$ cat config.mk
export PLATFORM = sky130hd
export DESIGN_NAME = cgia_fetcher
export DESIGN_NICKNAME = d
export VERILOG_FILES = /design/src/rtl/cgia_fetcher_pkg.sv /design/src/rtl/cgia_fetcher.sv
export SDC_FILE = /design/constraint.sdc
export NUM_CORES = 1
export LEC_CHECK = 0
export ABC_AREA = 1
export CORE_MARGIN = 4
export CORE_UTILIZATION = 40
export DETAILED_ROUTE_END_ITERATION = 6
export PLACE_DENSITY = 0.81
export SYNTH_ARGS = -nofsm -noshare
export SYNTH_HDL_FRONTEND = slang
export SYNTH_SLANG_ARGS = --single-unit
$ cat constraint.sdc
create_clock -name clk_i -period 1.8 [get_ports clk_i]
set_clock_uncertainty 0.2 [all_clocks]
set_input_delay 0.36 -clock clk_i [delete_from_list [all_inputs] [get_ports clk_i]]
set_output_delay 0.36 -clock clk_i [all_outputs]
set_load 0.005 [all_outputs]
$ cat src/rtl/cgia_fetcher_pkg.sv
// Shared CGIA width constants for the video DMA fetcher.
package cgia_fetcher_pkg;

    localparam int unsigned ADR_W = 23;
    localparam int unsigned LEN_W = 9;
    localparam int unsigned DAT_W = 16;

endpackage

$ cat src/rtl/cgia_fetcher.sv
// CGIA video DMA fetcher: one Wishbone burst per HSYNC fills a ping-pong line buffer.
module cgia_fetcher
    import cgia_fetcher_pkg::*;
(
    input  logic             clk_i,
    input  logic             reset_i,
    input  logic             den_i,
    input  logic             hsync_i,
    input  logic             vsync_i,
    input  logic [ADR_W-1:0] fb_adr_i,
    input  logic [LEN_W-1:0] line_len_i,
    input  logic             ack_i,
    input  logic [DAT_W-1:0] dat_i,
    output logic             cyc_o,
    output logic [ADR_W-1:0] adr_o,
    output logic             lb_we_o,
    output logic             lb_sel_o,
    output logic [LEN_W-1:0] lb_adr_o,
    output logic [DAT_W-1:0] lb_dat_o
);

    logic [ADR_W-1:0] ptr_q;
    logic [LEN_W-1:0] cnt_q;
    logic [LEN_W-1:0] idx_q;
    logic             busy_q;
    logic             sel_q;
    logic             trig_q;

    logic trig;
    logic start;
    logic beat;

    assign trig  = hsync_i & den_i;
    assign start = trig & ~trig_q & ~busy_q & (line_len_i != '0);
    assign beat  = busy_q & ack_i;

    always_ff @(posedge clk_i) begin
        if (reset_i) begin
            ptr_q  <= '0;
            cnt_q  <= '0;
            idx_q  <= '0;
            busy_q <= 1'b0;
            sel_q  <= 1'b0;
            trig_q <= 1'b0;
        end else begin
            // Edge history tracks the trigger even while VSYNC suppresses starts.
            trig_q <= trig;
            if (vsync_i) begin
                ptr_q  <= fb_adr_i;
                busy_q <= 1'b0;
            end else if (start) begin
                busy_q <= 1'b1;
                cnt_q  <= line_len_i;
                idx_q  <= '0;
            end else if (beat) begin
                ptr_q <= ptr_q + ADR_W'(1);
                idx_q <= idx_q + LEN_W'(1);
                cnt_q <= cnt_q - LEN_W'(1);
                if (cnt_q == LEN_W'(1)) begin
                    busy_q <= 1'b0;
                    sel_q  <= ~sel_q;
                end
            end
        end
    end

    assign cyc_o    = busy_q;
    assign adr_o    = ptr_q;
    assign lb_we_o  = beat;
    assign lb_sel_o = sel_q;
    assign lb_adr_o = idx_q;
    assign lb_dat_o = dat_i;

endmodule

==> metrics.md, run 1 <==
| Metric | Value |
|---|---|
| Status | `finished, final reports clean` |
| Fmax | `564 MHz` |
| Final setup viols | `0` |
| Syn nets | `510` |
| FF+latch count, synth | `between 40 and 50` |
| Maximum VDD drop | `0.298 mV` |
| Reg-to-reg slack, setup | `around 0.13 ns` |
| PortBufs | `approximately 70` |
| Sequence of cells on the critical path | `clkdlybuf4s50_1` |
| Core area | `around 6900 sq um` |
| Clk_lat worst skew | `roughly 0.30 ns` |
| Type of origin of the critical path | `flop` |
| Peak fanout along the critical path | `6` |
| Yosys cell types | `39` |
| Final ANT Viol Nets | `0` |
| Routed vias | `~3,200` |
| Clk slew on worst S/H paths | `~0.090 ns` |
| Worst hold path class | `in -> reg` |
| Sw Pwr | `slightly below 0.7 mW` |
| Num CTS Buffers | `5` |
| Tcrit/Tclk final | `0.985` |
| Iteration-0 DRC Markers | `140` |
| Post-synth EDFFs | `0` |
| Clk buf depth | `2` |
| Element type at the critical path end | `output pin` |
| Clock Tree Root | `clkbuf_8` |
| MaxCap Viol Count | `0` |
| Slew @ Worst Pin | `roughly 0.34 ns` |
| Initial antenna violation count | `0` |
| Sw frac | `0.277` |
| Dominant cell type by area after synthesis | `dfxtp_1` |
| Worst Reg2Reg Path Length in Cells | `8` |
| Vias in the first global route | `3,164` |
| Area taken by multi-input logic gates | `between 1500 and 2000 sq um` |
| All-layer global routing usage | `0.198` |
| CTS Hold Bufs | `0` |
| Worst rel slew slack | `0.772` |
| Final core utilization | `0.586` |
| N_diodes | `0` |
| Routed len/inst | `13.8 um` |
| Final Hold Viols | `0` |
| Leakage | `between 1.5 and 2 nW` |
| R2R Path Start | `adr_o[0]` |
| CTS tree | `built` |
| Synth top area share | `0.300` |
| Register area | `roughly 930 sq um` |
| Hold path startpoint | `line_len_i[1]` |
| Synth async-reset ratio | `0` |
| Final Critical Period | `between 1.5 and 2 ns` |
| Initial Util | `0.423` |
| Pwr/cell area | `a little over 600 nW/um^2` |
| CTS Sinks | `44` |
| Synth Cell Area | `roughly 3000 sq um` |
| Number of remaining DRC errors | `0` |
| Predominant post-synthesis flop cell | `dfxtp_1` |
| Most frequent cell after synthesis | `nand2_1` |
| Crit path required time | `~1.2 ns` |
| Hold Path Depth | `5` |
| Total grt overflow | `0` |
| Die footprint | `a little under 9000 sq um` |
| Fin. max-slew vios | `0` |
| Largest net degree at the start of global routing | `27` |
| First-pass GRT wire length | `14,200 um` |
| Flop pwr share | `0.436` |
| TritonRoute pass-1 iters | `5` |
| TNS Setup | `0 ns` |
| Buffers & Inverters on Critical Path | `1` |
| Post-synthesis sequential area ratio | `0.300` |
| Top cells by area, synth | `dfxtp_1 (30%), nand2_1 (14%), nor2_1 (8.2%)` |
| Area grow syn2layout | `38.7%` |
| Final wirelength | `slightly below 9000 um` |
| FP Rows | `30` |
| Syn avg cell area | `~6.5 sq um` |
| Part of the power in combinational logic | `0.222` |
| Die Y-Extent | `93.6 um` |
| P_int | `~1.8 mW` |
| Layout cells sized above 1 | `0.199` |
| Commonest cells in the netlist | `nand2_1 (107), nor2_1 (64), inv_1 (47)` |
| Via density | `about 5.0` |
| Final net count | `between 500 and 600` |
| CP top delay family | `buffers and inverters` |
| Gpl congestion | `0.867` |
| Cell count after synthesis | `~450` |
| Worst path slowest cell | `clkdlybuf4s50_1` |
| I/O Pins | `105` |
| Reg2Reg Capture Point | `adr_o[10]` |
| H-tree levels | `2` |
| Detail Placement HPWL | `6230 um` |
| Max incr delay on CP | `roughly 0.52 ns` |
| Hold endpoint | `cnt_q[1]` |
| Die X | `93.6 um` |
| CP arrival | `approximately 1.2 ns` |
| Synth warn | `0` |
| # fillers | `approximately 670` |
| Total power | `2.49 mW` |
| Clk pwr share | `0.342` |
| Crit path kind | `reg -> out` |
flip-flops by register name (all words and copies together) (netlist names):
signal / count
adr_o: 23
cyc_o: 1
lb_adr_o: 9
cnt_q: 9
trig_q: 1
lb_sel_o: 1
metrics by stage:
stage / setup WS, ns / instances / cell area (sq um) / hold WS, ns
CTS: 0.000115 / 629 / 3970 / 0.296
floorplan: 0.168 / 452 / 2930 / 0.256
detailed placement: -0.328 / 617 / 3780 / 0.286
global placement: -0.300 / 617 / 3780 / 0.276
global route: -0.000528 / 630 / 4070 / 0.291
finish: 0.0279 / 630 / 4070 / 0.265
power by group through the flow:
stage / Combinational [mW] / Sequential [mW] / Clock [mW]
floorplan: 0.305 / 1.10 / 0
global placement: 0.519 / 1.10 / 0
finish: 0.551 / 1.09 / 0.853
global route: 0.616 / 1.09 / 0.898
CTS: 0.540 / 1.09 / 0.855
detailed placement: 0.531 / 1.11 / 0
layout by cell type (no fill, tap or decap), drive strengths merged:
master	count
nand2	113
nor2	73
clkdlybuf4s50	59
inv	52
dfxtp	44
nand3	36
o21ai	35
buf	31
a21oi	28
xor2	10
nand4	7
clkbuf	7
dlymetal6s2s	7
dlygate4sd2	6
xnor2	5
ha	4
nor3	3
a31oi	2
a22o	2
o221ai	2
a21boi	1
o211ai	1
nand3b	1
o221a	1
a311oi	1
o311ai	1
or2	1
bufinv	1
how the worst max path moves through the flow:
| stage | start | endpoint | slack [ns] | cells past startpoint |
|---|---|---|---|---|
| global route | line_len_i[7] | cnt_q[2] | -0.0005 | 10 |
| floorplan | adr_o[0] | adr_o[20] | 0.17 | 10 |
| CTS | lb_adr_o[0] | lb_adr_o[0] | 0.0001 | 1 |
| finish | adr_o[18] | adr_o[18] | 0.03 | 1 |
| global placement | ack_i | lb_we_o | -0.30 | 4 |
| detailed placement | den_i | cnt_q[6] | -0.33 | 8 |
cell type report:
| type | count | area share |
|---|---|---|
| clock buffer | 7 | 0.0237 |
| clock inverter | 1 | 0.00738 |
| inverter | 52 | 0.0504 |
| multi-input combinational | 327 | 0.417 |
| sequential | 44 | 0.229 |
| tap | 96 | 0.0295 |
| timing repair buffer | 103 | 0.243 |
per-layer routing:
metal | GRT usage | share of wire | vias to the layer above
met2 | 0.350 | 0.49 | 104
li1 | - | - | 1600
met5 | 0 | 0 | -
met4 | 0.0626 | 0.019 | 0
met3 | 0.0402 | 0.075 | 22
met1 | 0.239 | 0.42 | 1446
kinds of logic (layout without fill, tap and decap cells):
kind of cell,after synthesis,after routing,synth area share
buffers and inverters,82,163,0.146
AND/OR/NAND/NOR,233,234,0.345
flip-flops,44,44,0.300
XOR/XNOR,15,15,0.0448
AO/OA/AOI/OAI,74,74,0.146
adder cells (fa/ha/maj),4,4,0.0171
repair_timing:
item,4_1_cts,5_1_grt
gates resized for setup,33,38
buffers inserted,3,0
pin swaps,5,12
endpoints found under the setup margin,23,35
gates cloned,1,1
Power figures use the tool's default switching activity.
==> run 2, diff against run 1 <==
--- a/config.mk
+++ b/config.mk
@@ -6,10 +6,13 @@
 export NUM_CORES = 1
 export LEC_CHECK = 0
 export ABC_AREA = 1
+export CELL_PAD_IN_SITES_DETAIL_PLACEMENT = 0
+export CELL_PAD_IN_SITES_GLOBAL_PLACEMENT = 1
 export CORE_MARGIN = 4
-export CORE_UTILIZATION = 40
+export CORE_UTILIZATION = 31
 export DETAILED_ROUTE_END_ITERATION = 6
-export PLACE_DENSITY = 0.81
+export HOLD_SLACK_MARGIN = 0.05
+export PLACE_DENSITY = 0.89
 export SYNTH_ARGS = -nofsm -noshare
 export SYNTH_HDL_FRONTEND = slang
 export SYNTH_SLANG_ARGS = --single-unit
==> metrics.md, run 2 (synthesized netlist as in run 1, its figures left out) <==
| Metric | Value |
|---|---|
| Hold path startpoint | `hsync_i` |
| FP Rows | `35` |
| TritonRoute pass-1 iters | `4` |
| Pwr/cell area | `592 nW/um^2` |
| Worst path slowest cell | `clkdlybuf4s50_1` |
| Initial antenna violation count | `0` |
| Part of the power in combinational logic | `0.225` |
| Most common cell after layout, fill and taps aside | `nand2_1` |
| Final Critical Period | `between 1.5 and 2 ns` |
| Sw frac | `0.276` |
| Routed len/inst | `between 10 and 15 um` |
| Status | `finished, final reports clean` |
| Clk pwr share | `0.341` |
| Gpl congestion | `between 0.8 and 0.9` |
| Area taken by multi-input logic gates | `approximately 1700 sq um` |
| Element type at the critical path end | `output pin` |
| CTS tree | `built` |
| Fmax | `568 MHz` |
| Die X | `~110 um` |
| CTS Hold Bufs | `0` |
| Non-filler cells, final | `between 600 and 700` |
| I/O Pins | `approximately 110` |
| # fillers | `between 900 and 1,000` |
| H-tree levels | `2` |
| Final core utilization | `0.456` |
| Clock Tree Root | `clkbuf_8` |
| Peak fanout along the critical path | `5` |
| Crit path required time | `~1.2 ns` |
| Number of flip-flops in the largest register | `23` |
| CP arrival | `1.20 ns` |
| Maximum VDD drop | `approximately 0.26 mV` |
| Final wirelength | `roughly 9000 um` |
| Layout cells sized above 1 | `0.213` |
| PortBufs | `a little over 70` |
| Worst Setup SP | `lb_adr_o[7]` |
| R2R Path Start | `adr_o[0]` |
| Crit path kind | `reg -> out` |
| Area grow syn2layout | `43.6%` |
| Vias in the first global route | `between 2,000 and 3,000` |
| Largest net degree at the start of global routing | `27` |
| Final Hold Viols | `0` |
| CP top delay family | `buffers and inverters` |
| Worst hold path class | `in -> reg` |
| Leakage | `about 1.9 nW` |
| Max incr delay on CP | `0.52 ns` |
| Clk buf depth | `2` |
| P_int | `between 1.5 and 2 mW` |
| Total grt overflow | `0` |
| N_diodes | `0` |
| Core area | `~9000 sq um` |
| Via density | `4.66` |
| Worst rel slew slack | `0.796` |
| Die Y-Extent | `about 110 um` |
| Final net count | `between 600 and 700` |
| All-layer global routing usage | `0.156` |
| Register area | `between 900 and 1000 sq um` |
| First-pass GRT wire length | `around 14,000 um` |
| Num CTS Buffers | `5` |
| MaxCap Viol Count | `0` |
| Most frequent cells in the layout | `nand2_1 (104), nor2_1 (58), clkdlybuf4s50_1 (55)` |
| Number of remaining DRC errors | `0` |
| Detail Placement HPWL | `roughly 6300 um` |
| Tcrit/Tclk final | `0.979` |
| Placed Cells | `~650` |
| Clk slew on worst S/H paths | `0.09 ns` |
| Sw Pwr | `roughly 0.69 mW` |
| RSZ-0062 raised after global routing | `yes` |
| Sequence of cells on the critical path | `clkdlybuf4s50_1` |
| Flop pwr share | `0.434` |
| Iteration-0 DRC Markers | `between 90 and 100` |
| Type of origin of the critical path | `flop` |
| Die footprint | `approximately 11,000 sq um` |
| Routed vias | `around 3,100` |
| Final setup viols | `0` |
| CTS Sinks | `between 40 and 50` |
| Fin. max-slew vios | `0` |
| Slew @ Worst Pin | `a little over 0.3 ns` |
| Buffers & Inverters on Critical Path | `1` |
| Final ANT Viol Nets | `0` |
| Initial Util | `0.318` |
| Clk_lat worst skew | `approximately 0.30 ns` |
## run 2: changes by cell type in the layout (fill, tap and decap cells not counted), sizes merged
| cell | delta |
|---|---|
| clkdlybuf4s50 | -4 |
| nand2 | -1 |
| buf | +10 |
| dlygate4sd2 | -2 |
| clkinv | +1 |
| dlymetal6s2s | +6 |
## run 2: repair_timing
item                       4_1_cts  5_1_grt
cloned                           0        2
hold endpoints to repair         0        0
buffers inserted                 1       13
setup endpoints to repair       29       41
pin swaps                        0       11
resized for setup               36       42
## run 2: layer usage
| metal | part of all wire | track usage | vias to the layer above |
|---|---|---|---|
| li1 | - | - | 1617 |
| met1 | 0.46 | 0.200 | 1417 |
| met2 | 0.47 | 0.254 | 95 |
| met3 | 0.064 | 0.0404 | 8 |
| met4 | 0.011 | 0.0515 | 0 |
| met5 | 0 | 0 | - |
## run 2: final cells by class
| type | instances | share of cell area |
|---|---|---|
| Tap cell | 129 | 0.0383 |
| Timing Repair Buffer | 113 | 0.258 |
| Clock inverter | 1 | 0.00713 |
| Timing Repair inverter | 1 | 0.00208 |
| Sequential cell | 44 | 0.226 |
| Multi-Input combinational cell | 326 | 0.395 |
| Inverter | 52 | 0.0499 |
| Clock buffer | 7 | 0.0229 |
## run 2: worst paths after layout
path	cells past startpoint	endpoint	slack, ns
worst min-delay path	3	trig_q	0.14
worst max register to register	8	adr_o[14]	0.13
worst min register to register	1	lb_adr_o[0]	0.27
worst max-delay path	1	lb_adr_o[7]	0.04
## run 2: through the flow
step	TNS [ns]	hold WS (ns)	setup WS (ns)	instance area (sq um)	power [mW]
6_report	0	0.142	0.0383	4210	2.49
5_1_grt	-0.0885	0.146	-0.0277	4210	2.63
4_1_cts	0	0.269	0.00242	3990	2.50
3_5_place_dp	-9.37	0.282	-0.327	3810	1.63
3_3_place_gp	-8.76	0.274	-0.325	3810	1.63
2_1_floorplan	0	0.256	0.168	2930	1.40
## run 2: power by group through the flow
stage	clock network (mW)	logic (mW)	registers, mW
after global routing	0.921	0.623	1.09
after global placement	0	0.519	1.11
after CTS	0.880	0.528	1.09
final	0.851	0.561	1.08
after detailed placement	0	0.526	1.11
after floorplan	0	0.305	1.10
==> run 3, diff against run 2 <==
--- a/config.mk
+++ b/config.mk
@@ -10,6 +10,7 @@
 export CELL_PAD_IN_SITES_GLOBAL_PLACEMENT = 1
 export CORE_MARGIN = 4
 export CORE_UTILIZATION = 31
+export CTS_CLUSTER_SIZE = 28
 export DETAILED_ROUTE_END_ITERATION = 6
 export HOLD_SLACK_MARGIN = 0.05
 export PLACE_DENSITY = 0.89
==> results of run 3 <==
The final DEF is identical to that of run 2; final timing and power are the same.
